**src/rtl/nexthop_route_table.sv**
```systemverilog
`default_nettype none
// ============================================================================
// Module   : nexthop_route_table
// Brief    : Per-channel next-hop route lock (IDLE / HOLD / RELEASE) with
//            registered outputs. Optional per-channel stall watchdog is built
//            when the macro NHR_TIMEOUT_EN is defined.
// Revision : 1.0 - initial release
// ============================================================================
module nexthop_route_table #(
    parameter int                NUM_CH       = 5,
    parameter int                ADDR_W       = 3,
    parameter logic [ADDR_W-1:0] DEFAULT_ADDR = 3'b011,
    parameter int                TIMEOUT      = 16
) (
    input  logic                     clk,
    input  logic                     reset,
    input  logic [NUM_CH-1:0]        ib_empty_i,
    input  logic [NUM_CH-1:0]        pt_almost_done_i,
    input  logic [NUM_CH-1:0]        nhr_write_i,
    input  logic [NUM_CH*ADDR_W-1:0] nhr_address_i,
    input  logic [NUM_CH-1:0]        flit_sent_i,
    output logic [NUM_CH*ADDR_W-1:0] nhr_address_o,
    output logic [NUM_CH-1:0]        nhr_valid_o,
    output logic [NUM_CH-1:0]        nhr_timeout_o
);

    localparam logic [1:0] c_IDLE    = 2'd0;
    localparam logic [1:0] c_HOLD    = 2'd1;
    localparam logic [1:0] c_RELEASE = 2'd2;

`ifdef NHR_TIMEOUT_EN
    localparam logic [7:0] c_STALL_LAST = 8'(TIMEOUT - 1);
`else
    // Watchdog inputs have no function in this build.
    logic w_unused_wdog;
    assign w_unused_wdog = ^{flit_sent_i, 8'(TIMEOUT)};
`endif

    generate
        for (genvar c = 0; c < NUM_CH; c++) begin : g_ch
            logic [1:0]        r_state;
            logic [ADDR_W-1:0] r_addr;
            logic              r_valid;
            logic              w_stall_expired;

`ifdef NHR_TIMEOUT_EN
            logic [7:0] r_stall;
            logic       r_timeout;

            assign w_stall_expired = !flit_sent_i[c] && (r_stall == c_STALL_LAST);

            // Counter only runs while the route is locked; any flit restarts it.
            always_ff @(posedge clk or negedge reset) begin
                if (!reset) begin
                    r_stall   <= 8'd0;
                    r_timeout <= 1'b0;
                end else begin
                    r_timeout <= (r_state == c_HOLD) && !pt_almost_done_i[c] &&
                                 !ib_empty_i[c] && w_stall_expired;
                    if ((r_state != c_HOLD) || flit_sent_i[c])
                        r_stall <= 8'd0;
                    else
                        r_stall <= r_stall + 8'd1;
                end
            end

            assign nhr_timeout_o[c] = r_timeout;
`else
            assign w_stall_expired  = 1'b0;
            assign nhr_timeout_o[c] = 1'b0;
`endif

            always_ff @(posedge clk or negedge reset) begin
                if (!reset) begin
                    r_state <= c_IDLE;
                    r_addr  <= DEFAULT_ADDR;
                    r_valid <= 1'b0;
                end else begin
                    case (r_state)
                        c_IDLE: begin
                            if (nhr_write_i[c] && !ib_empty_i[c]) begin
                                r_state <= c_HOLD;
                                r_addr  <= nhr_address_i[c*ADDR_W +: ADDR_W];
                                r_valid <= 1'b1;
                            end else begin
                                r_addr  <= DEFAULT_ADDR;
                                r_valid <= 1'b0;
                            end
                        end
                        c_HOLD: begin
                            // Packet end wins over an empty buffer, both over the watchdog.
                            if (pt_almost_done_i[c]) begin
                                r_state <= c_RELEASE;
                                r_valid <= 1'b0;
                            end else if (ib_empty_i[c] || w_stall_expired) begin
                                r_state <= c_IDLE;
                                r_addr  <= DEFAULT_ADDR;
                                r_valid <= 1'b0;
                            end
                        end
                        default: begin
                            r_state <= c_IDLE;
                            r_addr  <= DEFAULT_ADDR;
                            r_valid <= 1'b0;
                        end
                    endcase
                end
            end

            assign nhr_address_o[c*ADDR_W +: ADDR_W] = r_addr;
            assign nhr_valid_o[c]                    = r_valid;
        end
    endgenerate

endmodule
`default_nettype wire

```
**config.mk**
```make
export PLATFORM = sky130hd
export DESIGN_NAME = nexthop_route_table
export DESIGN_NICKNAME = d
export VERILOG_FILES = /design/src/rtl/nexthop_route_table.sv
export SDC_FILE = /design/constraint.sdc
export NUM_CORES = 1
export LEC_CHECK = 0
export BUFFER_PORTS_ARGS = -buffer_cell sky130_fd_sc_hd__buf_4
export CORE_MARGIN = 4
export CORE_UTILIZATION = 31
export CTS_CLUSTER_SIZE = 28
export DETAILED_ROUTE_END_ITERATION = 6
export GPL_ROUTABILITY_DRIVEN = 0
export SYNTH_ARGS = -nofsm -noshare
export SYNTH_HDL_FRONTEND = slang
export SYNTH_SLANG_ARGS = --single-unit
```
**constraint.sdc**
```tcl
create_clock -name clk -period 1.6 [get_ports clk]
set_input_delay 0.32 -clock clk [delete_from_list [all_inputs] [get_ports clk]]
set_output_delay 0.32 -clock clk [all_outputs]
set_load 0.02 [all_outputs]
```
## Word-level counts from Yosys, hierarchy flattened

Cells that the tools add are included.

- Multiplexer cells: 60
- Reduce and logical (&&, ||, !) cells: 25
- Equal/unequal tests: 25

Operators with widths:

| cell | number |
|---|---|
| 3-bit 2-to-1 mux | 15 |
| 2-bit 2-to-1 mux | 15 |
| 2-bit != test (second input constant) | 15 |
| 3-bit one-hot mux with 2 select lines | 5 |
| 2-bit one-hot mux with 2 select lines | 5 |
| 2-bit AND reduction | 10 |
| 1-bit 2-to-1 mux | 15 |
| 3-bit != test (second input constant) | 5 |
| 2-bit by 1-bit equality test with 1-bit output (second input constant) | 5 |
| 2-bit zero test | 5 |
| 1-bit one-hot mux with 2 select lines | 5 |
| 1-bit logical AND | 5 |
| 1-bit zero test | 5 |

- Word-level logic and storage cells: 125
- Input port bits: 37
- Bits in registers: 30
- Output and inout bits: 25

## Depth between registers and ports, before layout

Gate-level depths: netlist of run 1.

- Depth after elaboration: 4
- Gate-level depth with buffers: 3
- Mapped depth without buffers: 3

## Worst setup path before layout of run 1

Ideal clock, no wire load.

- Path kind: reg-to-reg
- Start: register g_ch[1].r_state[0]
- End: register g_ch[1].r_addr[0]
- Arrival: 1.126 ns
- Library setup time: 0.080 ns
- Setup slack: 0.395 ns
- Buffers on the path: 0
- Cell stages (with the launch flop): 3
- Cell sequence: dfrtp_1 > or4b_1 > o22a_1

- Word-level cells in the longest chain between the ends: 3
- Elaborated cells between the ends (all ways): 6
- Those cells by class: 3 x eq/ne; 1 x mux; 2 x reduce/logical

RTL lines:

| what | line | source |
|---|---|---|
| start, declared | 41 | `logic [1:0] r_state;` |
| start signal, assigned | 75 | `r_state <= c_IDLE;` |
| start signal, assigned | 82 | `r_state <= c_HOLD;` |
| start signal, assigned | 93 | `r_state <= c_RELEASE;` |
| 2-bit by 1-bit equality test with 1-bit output | 79 | `case (r_state)` |
| 2-bit != test (no source line) | - |  |
| 2-bit AND reduction (no source line) | - |  |
| end signal, assigned | 83 | `r_addr <= nhr_address_i[c*ADDR_W +: ADDR_W];` |
| end, declared | 42 | `logic [ADDR_W-1:0] r_addr;` |

Parallel ways exist; a longest one is shown, timed or not.
A chain may end at the register's enable or synchronous reset.

## Worst setup path after layout of run 1

- Start: register g_ch[1].r_state[1]
- End: register g_ch[1].r_addr[1]

Same word-level chain as after synthesis.

==> results.toml, run 1 <==
[floorplanning]
die_w_um = 73.4
dieArea_um2 = 5390
initial_core_util = 0.327
die_h_um = 73.4
rows = 23
io_pins = 62
core_um2 = 4060

[setup_path]
cp.required_ns = 1.80
cp.arrival_ns = 1.51
cp_max_fo = 5
reg2regPathDepth = 2
crit_type = "register to register"
end_kind = "register"
ff2ff_setup_slack_ns = 0.29
worstReg2RegStart = "g_ch[1].r_state[1]$_DFFE_PN0P_"
critPathLaunchType = "register"
r2r_end = "g_ch[1].r_addr[1]$_DFFE_PN1P_"
critPathLaunch = "g_ch[1].r_state[1]$_DFFE_PN0P_"
endpoint = "g_ch[1].r_addr[1]$_DFFE_PN1P_"

[yosys]
synth_edf_count = 0
yosysUniqueCellTypes = 25
netlist_top_cells_area = "dfrtp_1, dfstp_2, o22a_1, buf_4, a2111oi_2"
synth.cell_area_um2 = 1330
avgSynthCellArea_um2 = 11.7
synthFlopType = "dfrtp_1"
yosysMostFrequentCell = "dfrtp_1"
synth_commonest_cells = "dfrtp_1, buf_4, dfstp_2, o22a_1, inv_1"
synth.top_cell.area_share = 0.377
syn-instance-count = 113
synth_area_leader_cell = "dfrtp_1"
ys_seq_area_frac = 0.575
yosys_warnings = 0
async_reset_ff_frac = 1.00
ys_seq_elements = 30

[timing]
fmax_mhz = 763
fin_crit_sh = 0.819
setup_tns_ns = 0
maxSlewViolCount = 0
skew_ns = 0.00189
finalHoldViolCount = 0
finalCriticalPeriod_ns = 1.31
setup_viol = 0
rsz0062_at_grt = "no"

[grt]
grt_util_all_layers = 0.106
grt_pass1_vias = 1053
grt_pass1_wl_um = 4360
antenna_found_initial = 0
overflow = 0
grt_max_degree = 31

[place]
portBuffers = 51
dp_hpwl_um = 2250

[final_layout]
area_growth_pct = 36.7
final_nets = 203
antenna_cells = 0
drive_gt1_frac = 0.449
utilization = 0.447

[routing]
wl_met1_um = 989
num_vias = 1032
vias_per_cell = 4.76
drcViolationCount = 0
dr_wl_met3_um = 195
routed.top_layer = "met4"
routedWlPerCell_um = 13.0
drt_iter0_markers = 22
drt_pass1_iterations = 4
routed_wirelength_um = 2830
drtAntennaViolNets = 0
wl_met2_um = 1580

[worst_hold_path]
min_path_type = "input pin to register"
whs_path_depth = 2

[pwr]
total_leakage_power_nw = 0.830
powerDensity_nw_per_um2 = 948
vdd_ir_drop_max_uv = 512

[clock_network]
insertion_delay_ns = 0.27
postCtsSetupRepairBufs = 0
cts_tree = "done"
root_buffer = "clkbuf_8"
clkSinkCount = 30
htree_levels = 2
clkTransAtPathRegs_ns = 0.06
cts_inserted_buffers = 5
cts_max_path_buffers = 2

[outcome]
outcome = "finished clean"

[run]
maxCapViolCount = 0
-- metrics by stage --
step                worst slack (ns)  instances  hold WS (ns)  total power [W]  area, um2
detailed placement             0.289        208         0.268          0.00114       1710
CTS                            0.281        217         0.227          0.00175       1810
finish                         0.290        217         0.244          0.00172       1810
global route                   0.185        217         0.227          0.00182       1810
floorplan                      0.395        117        0.0244          0.00100       1340
global placement               0.348        208         0.264          0.00112       1710
-- per-layer routing --
layer,vias to the layer above,global-route usage
met2,33,0.194
li1,496,-
met4,0,0.0664
met1,498,0.102
met3,5,0.0301
met5,-,0
-- what timing repair did --
| item | 4_1_cts | 5_1_grt |
|---|---|---|
| hold buffers | 1 | 0 |
| gates resized for setup | 0 | 0 |
| endpoints found under the hold margin | 20 | 0 |
-- flip-flops by register name, summed over array words and instances, names as in the netlist --
register      cells
g_ch.r_valid      5
g_ch.r_state     10
g_ch.r_addr      15
-- worst min-delay path by stage --
stage / from / endpoint
CTS: ib_empty_i[3] / g_ch[3].r_state[0]$_DFFE_PN0P_
global placement: reset / g_ch[3].r_addr[2]$_DFFE_PN0P_
floorplan: reset / g_ch[0].r_addr[2]$_DFFE_PN0P_
global route: ib_empty_i[3] / g_ch[3].r_state[0]$_DFFE_PN0P_
detailed placement: reset / g_ch[3].r_state[1]$_DFFE_PN0P_
finish: ib_empty_i[4] / g_ch[4].r_state[0]$_DFFE_PN0P_
-- where the power goes --
part	internal (W)	total [W]	switching, W
logic	0.000135	0.000270	0.000136
clock network	0.000346	0.000597	0.000252
registers	0.000813	0.000850	0.0000373
-- kinds of logic after synthesis --
| family | Yosys count | synth area share |
|---|---|---|
| AO/OA/AOI/OAI | 24 | 0.153 |
| buffers and inverters | 19 | 0.0821 |
| flip-flops | 30 | 0.575 |
| multiplexers | 1 | 0.00755 |
| other | 1 | 0.00283 |
| AND/OR/NAND/NOR | 38 | 0.179 |
-- worst max-delay path, cell delays in order (launching register included) --
cell and delay, ns:
dfrtp_1 0.42, or4b_1 0.59, o22a_1 0.23
-- cell usage in the layout, fill, tap and decap left out, drive strengths merged --
master	n
buf	51
dlygate4sd3	1
nand3	1
conb	5
and3b	3
inv	9
o21ai	5
clkbuf	7
mux2i	1
or4b	3
nand2b	3
a211o	2
o21a	3
a21oi	1
nor4b	5
nor3	4
nor2b	1
nand2	6
dfstp	10
dfrtp	20
nand3b	3
nor4	2
o22a	10
clkinv	1
nor2	7
a2111oi	3
-- area by class of cell --
cell class                      count  area (um2)
Clock inverter                      1        5.00
Clock buffer                        7        86.3
Timing Repair Buffer               52         393
Tap cell                           50        62.6
Inverter                            9        33.8
Multi-Input combinational cell     68         469
Fill cell                         376        2240
Sequential cell                    30         763
Power figures use the tool's default switching activity.
==> run 2: changes to the inputs <==
==> constraint.sdc (replaced) <==
create_clock -name clk -period 1.35 [get_ports clk]
set_input_delay 0.27 -clock clk [delete_from_list [all_inputs] [get_ports clk]]
set_output_delay 0.27 -clock clk [all_outputs]
set_load 0.02 [all_outputs]
==> run 2 against run 1 <==
Clock skew about the same; sequential share of layout area down 1.6 points; critical endpoint is now g_ch[1].r_addr[0]$_DFFE_PN1P_; setup slack worse by 0.16 ns; routed wire length up 1.1%.
==> results.toml, run 2 (synthesized netlist as in run 1, its figures left out) <==
[final_layout]
layout_common_cells = "buf_4, dfrtp_1, o22a_1, dfstp_2"
area_growth_pct = 42.0
final_common_cell = "buf_4"
drive_gt1_frac = 0.480
stdcell_area_um2 = 1880
antenna_cells = 0
largest_reg_flops = 15
stdcell_count = 223
regMostFlops = "g_ch.r_addr"
final_nets = 209
fill_cells = 372
top_regs = "g_ch.r_addr: 15 flops, g_ch.r_state: 10 flops, g_ch.r_valid: 5 flops"

[routing]
drt_iter0_markers = 33
drtAntennaViolNets = 0
routed.top_layer = "met4"
wl_met2_um = 1550
drt_pass1_iterations = 4
drcViolationCount = 0
routed_wirelength_um = 2860
vias_per_cell = 4.72
routedWlPerCell_um = 12.8
dr_wl_met3_um = 187
wl_met1_um = 1060
num_vias = 1052

[outcome]
outcome = "finished clean"

[clock_network]
cts_inserted_buffers = 5
root_buffer = "clkbuf_8"
cts_max_path_buffers = 2
cts_tree = "done"
htree_levels = 2
insertion_delay_ns = 0.27
clkTransAtPathRegs_ns = 0.06
clkSinkCount = 30

[timing]
maxSlewViolCount = 0
finalHoldViolCount = 0
rsz0062_at_grt = "no"
setup_viol = 0
finalCriticalPeriod_ns = 1.22
skew_ns = 0.00145
fmax_mhz = 821
fin_crit_sh = 0.902
setup_tns_ns = 0

[setup_path]
path_cells = "or4b_1 > o22a_1"
crit_type = "register to register"
worst-path-buf-inv = 0
critPathLaunchType = "register"
cp_max_fo = 2
crit_family = "simple AND/OR/NAND/NOR gates"
slowest_delay_ns = 0.55
cp.required_ns = 1.55
slowest_stage = "or4b_1"
end_kind = "register"
cp.arrival_ns = 1.42

[grt]
grt_max_degree = 31
grt_pass1_vias = 1101
overflow = 0
grt_util_all_layers = 0.113
grt_pass1_wl_um = 4720
antenna_found_initial = 0

[run]
maxCapViolCount = 0

[floorplanning]
io_pins = 62
core_um2 = 4060
rows = 23
initial_core_util = 0.327
die_h_um = 73.4
dieArea_um2 = 5390
die_w_um = 73.4

[pwr]
p_total_w = 0.00216
powerDensity_nw_per_um2 = 1150
vdd_ir_drop_max_uv = 525
total_leakage_power_nw = 0.873

[place]
placedInstanceArea_um2 = 1760
portBuffers = 51
placed_cells = 214
dp_hpwl_um = 2290

[worst_hold_path]
min_path_type = "input pin to register"
==> run 2: cell types whose count changed in the layout (fill, tap and decap cells not counted) <==
cell      previous run  this run
nor4b_1              5         4
clkinv_2             1         0
clkbuf_1             1         0
buf_4               51        57
nor4b_2              0         1
clkbuf_8             6         8
==> run 2: what timing repair did <==
action,CTS,global route
endpoints found under the hold margin,20,0
setup buffers,0,0
hold buffers,1,0
resized for setup,0,1
setup endpoints to repair,0,1
==> run 2: per-stage QoR <==
step	worst slack, ns	hold slack [ns]	util
6_report	0.132	0.190	0.464
5_1_grt	0.0188	0.184	0.464
4_1_cts	0.0975	0.178	0.463
3_5_place_dp	0.109	0.219	0.433
3_3_place_gp	0.151	0.213	0.433
2_1_floorplan	0.145	-0.0256	-
==> run 2: final cells by class <==
cell class              count  area (um2)  share of cell area
well taps                  50        62.6              0.0332
inverters                   9        33.8              0.0179
flip-flops and latches     30         763               0.405
multi-input cells          68         475               0.252
clock buffers               8         110              0.0585
repair buffers             58         438               0.233
==> run 2: path summary, 6_finish.rpt <==
path / from / endpoint / slack (ns) / cells past startpoint
setup / recovery: g_ch[1].r_state[1]$_DFFE_PN0P_ / g_ch[1].r_addr[0]$_DFFE_PN1P_ / 0.13 / 2
hold / removal: ib_empty_i[1] / g_ch[1].r_state[0]$_DFFE_PN0P_ / 0.19 / 2
setup reg to reg: g_ch[1].r_state[1]$_DFFE_PN0P_ / g_ch[1].r_addr[0]$_DFFE_PN1P_ / 0.13 / 2
hold reg to reg: g_ch[3].r_valid$_DFFE_PN0P_ / g_ch[3].r_valid$_DFFE_PN0P_ / 0.50 / 1
max in group asynchronous: reset / g_ch[4].r_addr[0]$_DFFE_PN1P_ / 0.57 / 2
min in group asynchronous: reset / g_ch[3].r_state[1]$_DFFE_PN0P_ / 0.46 / 2
==> run 2: metal layers <==
metal / global-route usage / up-vias
met3: 0.0287 / 5
met5: 0 / -
met2: 0.201 / 29
li1: - / 513
met1: 0.119 / 505
met4: 0.0684 / 0
==> run 2: power by group <==
| group | leakage, nW | switching, W | internal, W |
|---|---|---|---|
| combinational | 0.441 | 0.000176 | 0.000176 |
| clock | 0.0575 | 0.000303 | 0.000514 |
| sequential | 0.375 | 0.0000314 | 0.000963 |
==> run 3: changes to the inputs <==
==> constraint.sdc (replaced) <==
create_clock -name clk -period 1.35 [get_ports clk]
set_input_delay 0.405 -clock clk [delete_from_list [all_inputs] [get_ports clk]]
set_output_delay 0.405 -clock clk [all_outputs]
set_load 0.02 [all_outputs]
==> run 3 against run 2 <==
Total power fell by 3.8%; count of clock-buffer cells in the layout fell by 1; utilization rose by 0.93 points; non-clock buffer count rose by 2; first-iteration DRC count rose by 18%; design area rose by 2.0%; combinational power rose by 5%; setup slack got worse by 0.11 ns; clock skew rose by 0.00077 ns; clock power fell by 13%; sequential share of layout area fell by 0.79 points; largest cell class unchanged.
==> results.toml, run 3 (synthesized netlist as in run 1, its figures left out) <==
[floorplanning]
die_w_um = 73.4
core_um2 = 4060
initial_core_util = 0.327
rows = 23
dieArea_um2 = 5390
io_pins = 62
die_h_um = 73.4

[routing]
routed_wirelength_um = 3010
vias_per_cell = 4.76
drtAntennaViolNets = 0
num_vias = 1071
routedWlPerCell_um = 13.4
drt_iter0_markers = 39
drcViolationCount = 0
drt_pass1_iterations = 3

[final_layout]
utilization = 0.473
largest_reg_flops = 15
drive_gt1_frac = 0.491
antenna_cells = 0
fill_cells = 389
final_nets = 211
stdcell_count = 225
regMostFlops = "g_ch.r_addr"
final_common_cell = "buf_4"
area_growth_pct = 44.8
stdcell_area_um2 = 1920
layout_common_cells = "buf_4, dfrtp_1, o22a_1, dfstp_2, buf_6"
top_regs = "g_ch.r_addr: 15 flops, g_ch.r_state: 10 flops, g_ch.r_valid: 5 flops"

[setup_path]
slowest_stage = "dfstp_2"
end_kind = "primary output"
worstReg2RegStart = "g_ch[1].r_state[1]$_DFFE_PN0P_"
ff2ff_setup_slack_ns = 0.06
critPathLaunch = "g_ch[0].r_addr[0]$_DFFE_PN1P_"
slowest_delay_ns = 0.54
worst-path-buf-inv = 1
path_cells = "buf_6"
cp.arrival_ns = 0.93
crit_family = "flip-flops"
cp_max_fo = 2
critPathLaunchType = "register"
crit_type = "register to primary output"
cp.required_ns = 0.95

[pwr]
p_sw_w = 0.000518
pwr-share-seq = 0.481
p_comb_frac = 0.178
p_sw_frac = 0.249
power.share.clock = 0.341
p_total_w = 0.00208
p_int_w = 0.00156
powerDensity_nw_per_um2 = 1080
vdd_ir_drop_max_uv = 498
total_leakage_power_nw = 0.891

[timing]
setup_viol = 0
fin_crit_sh = 0.986
skew_ns = 0.00222
rsz0062_at_grt = "yes"
fin_ws_ns = 0.0187
fmax_mhz = 751
maxSlewViolCount = 0
finalCriticalPeriod_ns = 1.33
finalHoldViolCount = 0

[grt]
grt_pass1_wl_um = 4710
antenna_found_initial = 0
grt_pass1_vias = 1088
grt_max_degree = 31
overflow = 0
grt_util_all_layers = 0.114

[clock_network]
insertion_delay_ns = 0.27
cts_max_path_buffers = 2
cts_tree = "done"
cts_inserted_buffers = 5
clkSinkCount = 30
clkTransAtPathRegs_ns = 0.06
hold_buffers = 0
htree_levels = 2
root_buffer = "clkbuf_8"

[place]
portBuffers = 51
placedInstanceArea_um2 = 1760
dp_hpwl_um = 2370
placed_cells = 215
dpl_worst_slack_ns = -0.0109

[outcome]
outcome = "finished clean"

[worst_hold_path]
min_path_type = "input pin to async pin"

[run]
maxCapViolCount = 0
[run 3: changes by cell type in the layout (fill, tap and decap cells not counted)]
cell | previous run | this run
buf_4 | 57 | 50
dlygate4sd3_1 | 1 | 0
clkbuf_8 | 8 | 6
buf_6 | 0 | 10
clkbuf_1 | 0 | 1
clkinv_2 | 0 | 1
nor4b_1 | 4 | 3
nor4b_2 | 1 | 2
[run 3: final timing paths]
check / end / cells after the start
setup / recovery: nhr_address_o[0] / 1
hold / removal: g_ch[3].r_state[1]$_DFFE_PN0P_ / 1
setup reg to reg: g_ch[1].r_addr[0]$_DFFE_PN1P_ / 2
hold reg to reg: g_ch[1].r_valid$_DFFE_PN0P_ / 1
max in group asynchronous: g_ch[3].r_addr[1]$_DFFE_PN1P_ / 1
min in group clk: g_ch[3].r_state[0]$_DFFE_PN0P_ / 2
[run 3: repair_timing]
item / CTS / global route
resized for setup: 9 / 3
cloned: 0 / 0
endpoints found under the setup margin: 9 / 12
setup buffers: 0 / 2
[run 3: through the flow]
step	setup TNS, ns	hold WS [ns]
6_report	0	0.0458
5_1_grt	-0.119	0.0679
4_1_cts	0	0.0537
3_5_place_dp	-0.0109	0.355
3_3_place_gp	0	0.349
2_1_floorplan	0	0.109
[run 3: area by class of cell]
cell class | count | area, um2 | area share
clock buffers | 7 | 86.3 | 0.0450
clock inverters | 1 | 5.00 | 0.00261
inverters | 9 | 33.8 | 0.0176
multi-input cells | 68 | 482 | 0.251
flip-flops and latches | 30 | 763 | 0.397
well taps | 50 | 62.6 | 0.0326
repair buffers | 60 | 488 | 0.254
[run 3: per-layer routing]
layer  GRT usage  routed length [um]
met1       0.117                1050
met2       0.207                1740
met3      0.0315                 154
met4      0.0604                  62
met5           0                   0
[run 3: power by group through the flow]
stage / clock, W / combinational [W] / sequential, W
after detailed placement: 0 / 0.000357 / 0.00101
after floorplan: 0 / 0.000143 / 0.00105
after global routing: 0.000799 / 0.000402 / 0.00101
after CTS: 0.000754 / 0.000366 / 0.00100
final: 0.000711 / 0.000370 / 0.00100
after global placement: 0 / 0.000346 / 0.00101
